[config.mk]
export PLATFORM = sky130hd
export DESIGN_NAME = pam_demodulator
export DESIGN_NICKNAME = d
export VERILOG_FILES = /design/src/rtl/pam_demodulator.sv
export SDC_FILE = /design/constraint.sdc
export NUM_CORES = 1
export LEC_CHECK = 0
export ABC_CLOCK_PERIOD_IN_PS = 1900
export CORE_MARGIN = 2
export CORE_UTILIZATION = 30
export CTS_BUF_LIST = sky130_fd_sc_hd__clkbuf_4 sky130_fd_sc_hd__clkbuf_8 sky130_fd_sc_hd__clkbuf_16
export DETAILED_ROUTE_END_ITERATION = 12
export SETUP_SLACK_MARGIN = 0.3
export SYNTH_ARGS = -nofsm -noshare
export SYNTH_HDL_FRONTEND = slang
export SYNTH_SLANG_ARGS = --single-unit
[constraint.sdc]
create_clock -name clk -period 1.9 [get_ports clk]
set_input_delay 0.475 -clock clk [delete_from_list [all_inputs] [get_ports clk]]
set_output_delay 0.475 -clock clk [all_outputs]
set_load 0.01 [all_outputs]
[src/rtl/pam_demodulator.sv]
// PAM serial frame demodulator.
// Receives MSB-first frames clocked by an asynchronous bit clock and framed by an
// active-low sync, presents each complete frame on word, and pushes the low two
// bytes into a downstream FIFO with overflow tracking.
module pam_demodulator #(
    parameter int DATA_LENGTH = 24,
    parameter int SYNC_STAGES = 2
) (
    input  logic                   clk,
    input  logic                   rst,
    input  logic                   enable,
    input  logic                   bclk,
    input  logic                   nsync,
    input  logic                   sdata,
    output logic [DATA_LENGTH-1:0] word,
    output logic                   word_valid,
    output logic [7:0]             wdata,
    output logic                   write,
    input  logic                   full,
    output logic                   frame_error,
    output logic                   overflow,
    output logic                   busy
);

    localparam int COUNT_WIDTH = $clog2(DATA_LENGTH);
    localparam logic [COUNT_WIDTH-1:0] LAST_BIT = COUNT_WIDTH'(DATA_LENGTH - 1);

    typedef enum logic [2:0] {
        IDLE,
        SHIFT,
        WR0,
        WR1,
        WAIT_END
    } state_t;

    logic [SYNC_STAGES-1:0] r_bclkSync;
    logic [SYNC_STAGES-1:0] r_nsyncSync;
    logic [SYNC_STAGES-1:0] r_sdataSync;
    logic                   r_bclkPrev;
    logic                   r_nsyncPrev;

    state_t                 r_state;
    logic [COUNT_WIDTH-1:0] r_bitCount;
    logic [DATA_LENGTH-1:0] r_shiftReg;
    logic [DATA_LENGTH-1:0] r_word;
    logic                   r_wordValid;
    logic [7:0]             r_wdata;
    logic                   r_write;
    logic                   r_frameError;
    logic                   r_overflow;
    logic                   r_busy;

    logic w_bclkFall;
    logic w_nsyncFall;
    logic w_nsyncRise;
    logic w_nsyncLevel;
    logic w_sdataBit;

    // Synchronizer chains plus one delayed copy of bclk/nsync for edge detection.
    // Everything clears to 0 so a sync line already low at reset release never
    // looks like a falling edge.
    always_ff @(posedge clk) begin
        if (rst) begin
            r_bclkSync  <= '0;
            r_nsyncSync <= '0;
            r_sdataSync <= '0;
            r_bclkPrev  <= 1'b0;
            r_nsyncPrev <= 1'b0;
        end else begin
            r_bclkSync  <= {r_bclkSync[SYNC_STAGES-2:0], bclk};
            r_nsyncSync <= {r_nsyncSync[SYNC_STAGES-2:0], nsync};
            r_sdataSync <= {r_sdataSync[SYNC_STAGES-2:0], sdata};
            r_bclkPrev  <= r_bclkSync[SYNC_STAGES-1];
            r_nsyncPrev <= r_nsyncSync[SYNC_STAGES-1];
        end
    end

    assign w_bclkFall   = r_bclkPrev & ~r_bclkSync[SYNC_STAGES-1];
    assign w_nsyncFall  = r_nsyncPrev & ~r_nsyncSync[SYNC_STAGES-1];
    assign w_nsyncRise  = ~r_nsyncPrev & r_nsyncSync[SYNC_STAGES-1];
    assign w_nsyncLevel = r_nsyncSync[SYNC_STAGES-1];
    assign w_sdataBit   = r_sdataSync[SYNC_STAGES-1];

    // Frame FSM: shift bits in, publish the word, then issue up to two FIFO writes.
    always_ff @(posedge clk) begin
        if (rst) begin
            r_state      <= IDLE;
            r_bitCount   <= '0;
            r_shiftReg   <= '0;
            r_word       <= '0;
            r_wordValid  <= 1'b0;
            r_wdata      <= '0;
            r_write      <= 1'b0;
            r_frameError <= 1'b0;
            r_overflow   <= 1'b0;
            r_busy       <= 1'b0;
        end else begin
            r_wordValid  <= 1'b0;
            r_write      <= 1'b0;
            r_frameError <= 1'b0;
            if (!enable) begin
                r_state <= IDLE;
                r_busy  <= 1'b0;
            end else begin
                case (r_state)
                    IDLE: begin
                        if (w_nsyncFall) begin
                            r_state    <= SHIFT;
                            r_bitCount <= '0;
                            r_shiftReg <= '0;
                            r_busy     <= 1'b1;
                        end
                    end
                    SHIFT: begin
                        if (w_nsyncRise) begin
                            r_frameError <= 1'b1;
                            r_bitCount   <= '0;
                            r_shiftReg   <= '0;
                            r_state      <= IDLE;
                            r_busy       <= 1'b0;
                        end else if (w_bclkFall) begin
                            r_shiftReg <= {r_shiftReg[DATA_LENGTH-2:0], w_sdataBit};
                            r_bitCount <= r_bitCount + COUNT_WIDTH'(1);
                            if (r_bitCount == LAST_BIT) begin
                                r_word      <= {r_shiftReg[DATA_LENGTH-2:0], w_sdataBit};
                                r_wordValid <= 1'b1;
                                r_state     <= WR0;
                            end
                        end
                    end
                    WR0: begin
                        if (full) begin
                            r_overflow <= 1'b1;
                            r_state    <= WAIT_END;
                        end else begin
                            r_write <= 1'b1;
                            r_wdata <= r_word[7:0];
                            r_state <= WR1;
                        end
                    end
                    WR1: begin
                        if (full) begin
                            r_overflow <= 1'b1;
                        end else begin
                            r_write <= 1'b1;
                            r_wdata <= r_word[15:8];
                        end
                        r_state <= WAIT_END;
                    end
                    WAIT_END: begin
                        if (w_nsyncLevel) begin
                            r_state <= IDLE;
                            r_busy  <= 1'b0;
                        end
                    end
                    default: begin
                        r_state <= IDLE;
                        r_busy  <= 1'b0;
                    end
                endcase
            end
        end
    end

    assign word        = r_word;
    assign word_valid  = r_wordValid;
    assign wdata       = r_wdata;
    assign write       = r_write;
    assign frame_error = r_frameError;
    assign overflow    = r_overflow;
    assign busy        = r_busy;

endmodule

Yosys cells after proc, flatten, opt, wreduce, memory -nomap -nowiden
Cells that the tools add are included.

Flip-flop bits (word level): 76. Input bits: 7. Output and inout port bits: 37. Logic and storage cells: 78.

Add/subtract/negate cells: 1. Equality and inequality tests: 12. Mux-type cells: 25. Bitwise gates (word level): 11. Reduce and logical (&&, ||, !) cells: 14.

Operators by type and width (count): 23-bit 2-to-1 mux (3); 23-bit case mux with 2 select lines (1); 3-bit 2-to-1 mux (6); 8-bit 2-to-1 mux (2); 8-bit case mux with 2 select lines (1); 4-bit AND reduction (4); 5-bit 2-to-1 mux (3); 3-bit case mux with 5 select lines (1); 2-bit != test (second input constant) (5); 5-bit case mux with 2 select lines (1); 1-bit NOT (8); 3-bit by 2-bit == test with 1-bit output (second input constant) (2); 1-bit 2-to-1 mux (6); 3-bit != test (second input constant) (2); 3-bit OR reduction (2); 5-bit by 1-bit adder with 5-bit output (second input constant) (1); 5-bit == test (second input constant) (1); 5-bit AND reduction (1); 5-bit OR reduction (1); 1-bit case mux with 4 select lines (1); 2-bit nonzero test (2); 2-bit OR reduction (2); 1-bit AND (3); 3-bit by 1-bit == test with 1-bit output (second input constant) (1); other kinds (3) (3).

Logic depth before layout (Yosys ltp)
Gate-level depths: netlist of the first run.

Depth after elaboration: 5. Mapped depth: 7. Depth with buffers taken out: 5.

Least setup slack after synthesis of the first run
Ideal clock, no wire load.

Path kind: reg2reg. Start point: register r_bitCount[0]. End point: register r_word[10] (netlist: word[10]). Data arrival time: 1.604 ns. Data required time: 1.830 ns. Setup slack: 0.225 ns. Stages on the path, launching flop included: 8. Period minus slack after synthesis: 1.675 ns. Path through: dfxtp_1 -> ha_1 -> and4b_1 -> and3_1 -> clkbuf_1 -> clkbuf_1 -> nand3_1 -> a21oi_1.

Word-level cells in the longest chain between the ends: 2.

Ends and longest elaborated chain: from (decl) (RTL line 43) `logic [COUNT_WIDTH-1:0] r_bitCount;`; from (signal assigned) (RTL line 123) `r_bitCount <= r_bitCount + COUNT_WIDTH'(1);`; 5-bit == test (RTL line 124) `if (r_bitCount == LAST_BIT) begin`; 5-bit AND reduction (no line); to (signal assigned) (RTL line 125) `r_word <= {r_shiftReg[DATA_LENGTH-2:0], w_sdataBit};`; to (decl) (RTL line 45) `logic [DATA_LENGTH-1:0] r_word;`.

Every way passes these cells. A chain may end at the register's enable or synchronous reset.

Worst setup path after layout of the first run
Start point: register r_state[1]. End point: register r_bitCount[0].

Word-level cells in the longest chain between the ends: 3.

Ends and longest elaborated chain: from (decl) (RTL line 42) `state_t r_state;`; from (signal assigned) (RTL line 87) `r_state <= IDLE;`; from (signal assigned) (RTL line 102) `r_state <= IDLE;`; from (signal assigned) (RTL line 108) `r_state <= SHIFT;`; 3-bit by 1-bit == test with 1-bit output or 3-bit logical NOT (tied branches) (RTL line 105) `case (r_state)`; 3-bit != test (no line), or another cell as far along; 4-bit AND reduction (no line).

Parallel ways exist; a longest one is shown, timed or not.

==> flow_metrics.py, run 1 <==
metrics = {
    "route": {
        "postRouteAntennaNets": 0,
        "avgViaCountPerCell": 5.18,
        "first_pass_iters": 4,
        "wl_um": 7720,
        "drt_iter0_drc": 161,
        "drc_errors": 0,
        "dr_total_vias": 2806,
        "wire_per_inst_um": 14.2,
    },
    "timing": {
        "hold_viol": 0,
        "period_share": 0.847,
        "finClkSkew_ns": 0.0111,
        "post-route-min-period_ns": 1.61,
        "tightest_slew_ns": 0.350,
        "setup_viol": 0,
        "slew_headroom": 0.764,
        "max_freq_mhz": 621,
        "slew_viol_final": 0,
        "hold_ws_ns": 0.425,
        "rsz0062_at_grt": "yes",
    },
    "die": {
        "die_x_um": 105,
        "die_area_um2": 11100,
        "die_h_um": 105,
        "ios": 44,
        "row_count": 36,
        "start_util": 0.312,
        "core_um2": 9860,
    },
    "worst_setup_path": {
        "cp_slowest_cell": "or4_1",
        "cp.arrival_ns": 1.89,
        "crit_family": "simple AND/OR/NAND/NOR gates",
        "worst_ep_required_time_ns": 2.18,
        "critPathKind": "flip-flop to flip-flop",
        "critical-path-max-stage-delay_ns": 0.49,
        "end_kind": "flip-flop",
        "path_buf_inv": 0,
        "crit_fanout": 4,
        "cp-start-kind": "flip-flop",
        "critical_path.cell_chain": "or3b_4 -> nand2b_4 -> or4_1 -> a21oi_2",
    },
    "logic_synthesis": {
        "synth_edf_count": 0,
        "synthArstFlopShare": 0,
        "avgSynthCellArea_um2": 8.58,
        "yosysWarnings": 0,
        "syn-num-nets": 367,
        "yosysSeqAreaShare": 0.494,
        "ys_dominant_reg_cell": "dfxtp_1",
        "synth_area_um2": 3080,
        "ys_types": 39,
        "netlist_instances": 359,
        "synth-seq-cells": 76,
    },
    "cts": {
        "cts_buffers": 9,
        "cts_tree": "yes",
        "clk_pin_slew_ns": 0.08,
        "clockRootBuffer": "clkbuf_8",
        "cts-htree-levels": 3,
        "clk_path_buf_depth": 2,
        "cts.sinks": 76,
        "clk_latency_ns": 0.35,
    },
    "power_and_ir_drop": {
        "power_leakage_uw": 0.00156,
        "power_density_nw_per_um2": 709,
        "ir_worst_vdd_mv": 0.304,
    },
    "global_route": {
        "grt_usage": 0.139,
        "grt_overflow": 0,
        "grt_pass1_wl_um": 12700,
        "grt_pass1_vias": 2640,
        "grt_max_degree": 40,
        "antenna_found_initial": 0,
    },
    "place": {
        "dp_hpwl_um": 4720,
        "portBuffers": 43,
        "gp_congestion": 0.864,
    },
    "layout": {
        "fin_util": 0.409,
        "diodes": 0,
        "layout-drive-gt1-share": 0.139,
        "nets": 412,
        "area_growth_syn_to_layout_pct": 31.1,
    },
    "status": {
        "run_status": "completed",
    },
    "run": {
        "drv_cap": 0,
    },
    "min_path": {
        "hp-class": "input port to flip-flop",
    },
}
-- cells by family (layout without fill, tap and decap cells) --
family,after synthesis,count (layout),share of synthesized area
AOI/OAI and AO/OA,125,125,0.222
muxes,9,9,0.0293
and+or+nand+nor,106,106,0.194
DFF,76,76,0.494
adders and majority gates,1,1,0.00406
buffers and inverters,42,92,0.0569
-- cells in the final DEF, fill, tap and decap left out, types with 2 or more instances in the layout --
cell type / count
buf_4: 17
dfxtp_1: 75
nor2b_1: 9
clkinvlp_4: 2
nor2b_2: 2
clkbuf_8: 11
clkdlybuf4s50_1: 5
dlygate4sd2_1: 37
inv_1: 4
nor2_1: 15
o21ai_0: 29
nand3b_1: 2
nand2b_1: 3
buf_12: 5
and3_1: 2
nand2_1: 4
nor3b_1: 2
a21oi_1: 51
clkbuf_16: 3
clkinv_2: 2
nand3_1: 29
a31oi_1: 2
o21ai_1: 23
nand4_1: 27
a211oi_1: 10
buf_6: 4
mux2i_1: 9
-- state kept, by name (all words and copies together), names as in the netlist --
register	count
overflow	1
word	24
r_nsyncSync	2
r_bclkSync	2
r_bitCount	5
r_bclkPrev	1
busy	1
r_shiftReg	23
word_valid	1
r_state	3
r_nsyncPrev	1
write	1
wdata	8
r_sdataSync	2
frame_error	1
-- layer usage --
| metal | up-vias | track usage | part of all wire |
|---|---|---|---|
| met5 | - | 0 | 0 |
| met4 | 0 | 0.0514 | 0.0092 |
| met3 | 6 | 0.0377 | 0.044 |
| met2 | 74 | 0.224 | 0.48 |
| met1 | 1319 | 0.177 | 0.47 |
| li1 | 1407 | - | - |
-- timing repair --
action	CTS	global route
endpoints found under the setup margin	85	49
cloned	0	3
pin swaps	3	0
hold buffers	0	0
resized for setup	43	10
setup buffers	2	3
-- synthesized netlist by cell type, types with 2 or more instances --
| master | count | share of area |
|---|---|---|
| nor3_1 | 2 | 0.0033 |
| nor3b_1 | 2 | 0.0049 |
| nor2_1 | 15 | 0.018 |
| and3_1 | 2 | 0.0041 |
| nor2b_1 | 12 | 0.024 |
| o21ai_0 | 32 | 0.052 |
| nand4_1 | 27 | 0.055 |
| dfxtp_1 | 76 | 0.49 |
| buf_2 | 14 | 0.023 |
| mux2i_1 | 9 | 0.029 |
| a211oi_1 | 10 | 0.024 |
| nand2_1 | 4 | 0.0049 |
| a21oi_1 | 52 | 0.085 |
| nand3b_1 | 2 | 0.0049 |
| nand2b_1 | 3 | 0.0061 |
| o21ai_1 | 20 | 0.033 |
| buf_1 | 4 | 0.0049 |
| nand3_1 | 29 | 0.047 |
| inv_1 | 4 | 0.0049 |
| a31oi_1 | 2 | 0.0041 |
| clkbuf_1 | 20 | 0.024 |
-- report_power, final --
group | internal (uW) | switching [uW] | leakage, uW
clock network | 546 | 603 | 0.0000917
logic | 42.9 | 68.2 | 0.000856
registers | 1600 | 5.29 | 0.000614
-- stage by stage --
stage / instances / setup TNS [ns] / setup slack (ns) / instance area (um2) / total power, uW
after CTS: 536 / 0 / 0.300 / 3900 / 2890
after global routing: 542 / 0 / 0.206 / 4040 / 2980
after detailed placement: 518 / -0.00756 / -0.00756 / 3730 / 1740
after global placement: 518 / 0 / 0.0610 / 3730 / 1740
after floorplan: 359 / 0 / 0.322 / 3080 / 1700
final: 542 / 0 / 0.290 / 4040 / 2860
-- worst paths after layout --
check                               startpoint              to  slack [ns]  cells after the start
worst max-delay path                r_state[1]   r_bitCount[0]        0.29                      4
worst min-delay path                       rst     r_nsyncPrev        0.42                      2
worst max register to register      r_state[1]   r_bitCount[0]        0.29                      4
worst min register to register  r_nsyncSync[0]  r_nsyncSync[1]        0.44                      1
-- final cells by class --
class | instances | area (um2)
Inverter | 4 | 15.0
Timing Repair Buffer | 72 | 727
Fill cell | 969 | 5830
Multi-Input combinational cell | 241 | 1420
Tap cell | 133 | 166
Clock inverter | 5 | 33.8
Sequential cell | 76 | 1520
Clock buffer | 11 | 151
Note: power is estimated with default switching activity, not from simulation.
==> run 2: changes to the inputs <==
Settings changed: ABC_CLOCK_PERIOD_IN_PS 1900 to 1500.
Clock period 1.9 ns to 1.5 ns, I/O delays scaled along.
==> run 2 against run 1 <==
  * The run now ends with negative setup slack left
  * Register-to-register slack worse by 0.38 ns
  * Sequential power is 27% higher
  * First-iteration DRC count is 14% lower
  * Hold slack worse by 0.064 ns
  * Global-route usage is 2.7 points higher
  * Largest cell class is now multi-input gates
  * Sequential cell count stayed put
  * Via count is 8.8% higher
  * Clock-buffer cell count is 2 lower
  * Wire length is 20% higher
==> flow_metrics.py, run 2 (same netlist as run 1, synthesis figures left out) <==
metrics = {
    "layout": {
        "fill_cells": 871,
        "regArea_um2": 1580,
        "final_cell_mix": "43 x buf_4, 41 x buf_6, 39 x a21oi_1, 39 x dfxtp_2, 34 x dfxtp_1",
        "diodes": 0,
        "multi_input_area_um2": 1690,
        "final_common_cell": "buf_4",
        "layout-drive-gt1-share": 0.502,
        "largest_reg_flops": 24,
        "area_growth_syn_to_layout_pct": 58.2,
        "nets": 451,
    },
    "min_path": {
        "hp-class": "input port to flip-flop",
    },
    "cts": {
        "clk_latency_ns": 0.36,
        "cts-htree-levels": 3,
        "clk_pin_slew_ns": 0.08,
        "clockRootBuffer": "clkbuf_8",
        "clk_path_buf_depth": 2,
        "cts_tree": "yes",
        "cts_buffers": 9,
        "cts.sinks": 76,
    },
    "route": {
        "drt_iter0_drc": 138,
        "avgViaCountPerCell": 5.25,
        "first_pass_iters": 4,
        "drc_errors": 0,
        "postRouteAntennaNets": 0,
        "dr_total_vias": 3053,
        "wire_per_inst_um": 15.9,
        "wl_um": 9260,
    },
    "timing": {
        "finClkSkew_ns": 0.0115,
        "hold_viol": 0,
        "post-route-min-period_ns": 1.59,
        "setup_viol": 52,
        "postLayoutSetupSlackWorst_ns": -0.0915,
        "slew_viol_final": 0,
        "tightest_slew_ns": 0.372,
        "period_share": 1.06,
        "tns_ns": -1.98,
        "slew_headroom": 0.752,
        "hold_ws_ns": 0.360,
        "rsz0062_at_grt": "yes",
        "max_freq_mhz": 628,
    },
    "power_and_ir_drop": {
        "ir_worst_vdd_mv": 0.513,
        "power_density_nw_per_um2": 756,
        "power_leakage_uw": 0.00177,
        "power_uw": 3680,
    },
    "status": {
        "violations": "negative setup slack",
        "run_status": "complete, but fails checks",
    },
    "global_route": {
        "grt_overflow": 0,
        "grt_pass1_vias": 2938,
        "grt_pass1_wl_um": 14900,
        "grt_max_degree": 35,
        "antenna_found_initial": 0,
        "grt_usage": 0.166,
    },
    "place": {
        "dp_hpwl_um": 5020,
        "dp_slack_ns": -0.320,
        "portBuffers": 43,
        "gp_congestion": 0.737,
    },
    "die": {
        "row_count": 36,
        "die_h_um": 105,
        "start_util": 0.312,
        "die_x_um": 105,
        "ios": 44,
        "core_um2": 9860,
        "die_area_um2": 11100,
    },
    "worst_setup_path": {
        "critPathKind": "flip-flop to flip-flop",
        "r2r_setup_slack_ns": -0.09,
        "crit_fanout": 4,
        "worst_ep_required_time_ns": 1.78,
        "cp.arrival_ns": 1.88,
        "end_kind": "flip-flop",
        "cp-start-kind": "flip-flop",
    },
    "run": {
        "drv_cap": 0,
    },
}
-- run 2: cell count changes in the layout (fill, tap and decap cells not counted), sizes merged, moves of 2 or more --
cell	delta
inv	+2
buf	+76
clkbuf	-2
dlygate4sd2	-36
-- run 2: report_power, final --
| part | internal, uW | switching, uW |
|---|---|---|
| Sequential | 2020 | 6.02 |
| Clock | 626 | 852 |
| Combinational | 74.3 | 103 |
-- run 2: metal layers --
| layer | vias to the layer above | track usage | part of all wire | wire length, um |
|---|---|---|---|---|
| li1 | 1485 | - | - | - |
| met1 | 1491 | 0.215 | 0.44 | 4060 |
| met2 | 63 | 0.269 | 0.51 | 4700 |
| met3 | 14 | 0.0371 | 0.039 | 363 |
| met4 | 0 | 0.0600 | 0.014 | 133 |
| met5 | - | 0 | 0 | 0 |
-- run 2: final cells by class --
| type | count | share of cell area |
|---|---|---|
| multi-input cells | 241 | 0.347 |
| flip-flops and latches | 76 | 0.325 |
| repair buffers | 111 | 0.254 |
| well taps | 133 | 0.0342 |
| clock buffers | 9 | 0.0254 |
| clock inverters | 7 | 0.0123 |
| inverters | 4 | 0.00308 |
-- run 2: repair_timing --
item	in CTS	in global routing
hold buffers	0	0
endpoints found under the setup margin	101	100
gates cloned	5	3
buffers inserted	15	13
endpoints found under the hold margin	0	0
pin swaps	3	41
resized for setup	210	121
-- run 2: final timing paths --
check	start	to	cells past startpoint
setup / recovery	r_state[2]	r_bitCount[0]	4
hold / removal	rst	overflow	2
setup reg to reg	r_state[2]	r_bitCount[0]	4
hold reg to reg	r_nsyncSync[0]	r_nsyncSync[1]	1
-- run 2: worst max-delay path, stage by stage, from the launching register on --
cell	delay, ns
dfxtp_2	0.33
or3b_4	0.44
nand2b_4	0.17
or4_4	0.48
a21oi_2	0.12
-- run 2: through the flow --
stage	utilization	cell area [um2]	std cells
after floorplan	-	3160	359
after global placement	0.389	3840	529
after detailed placement	0.389	3840	529
after CTS	0.430	4240	565
after global routing	0.494	4870	581
final	0.494	4870	581
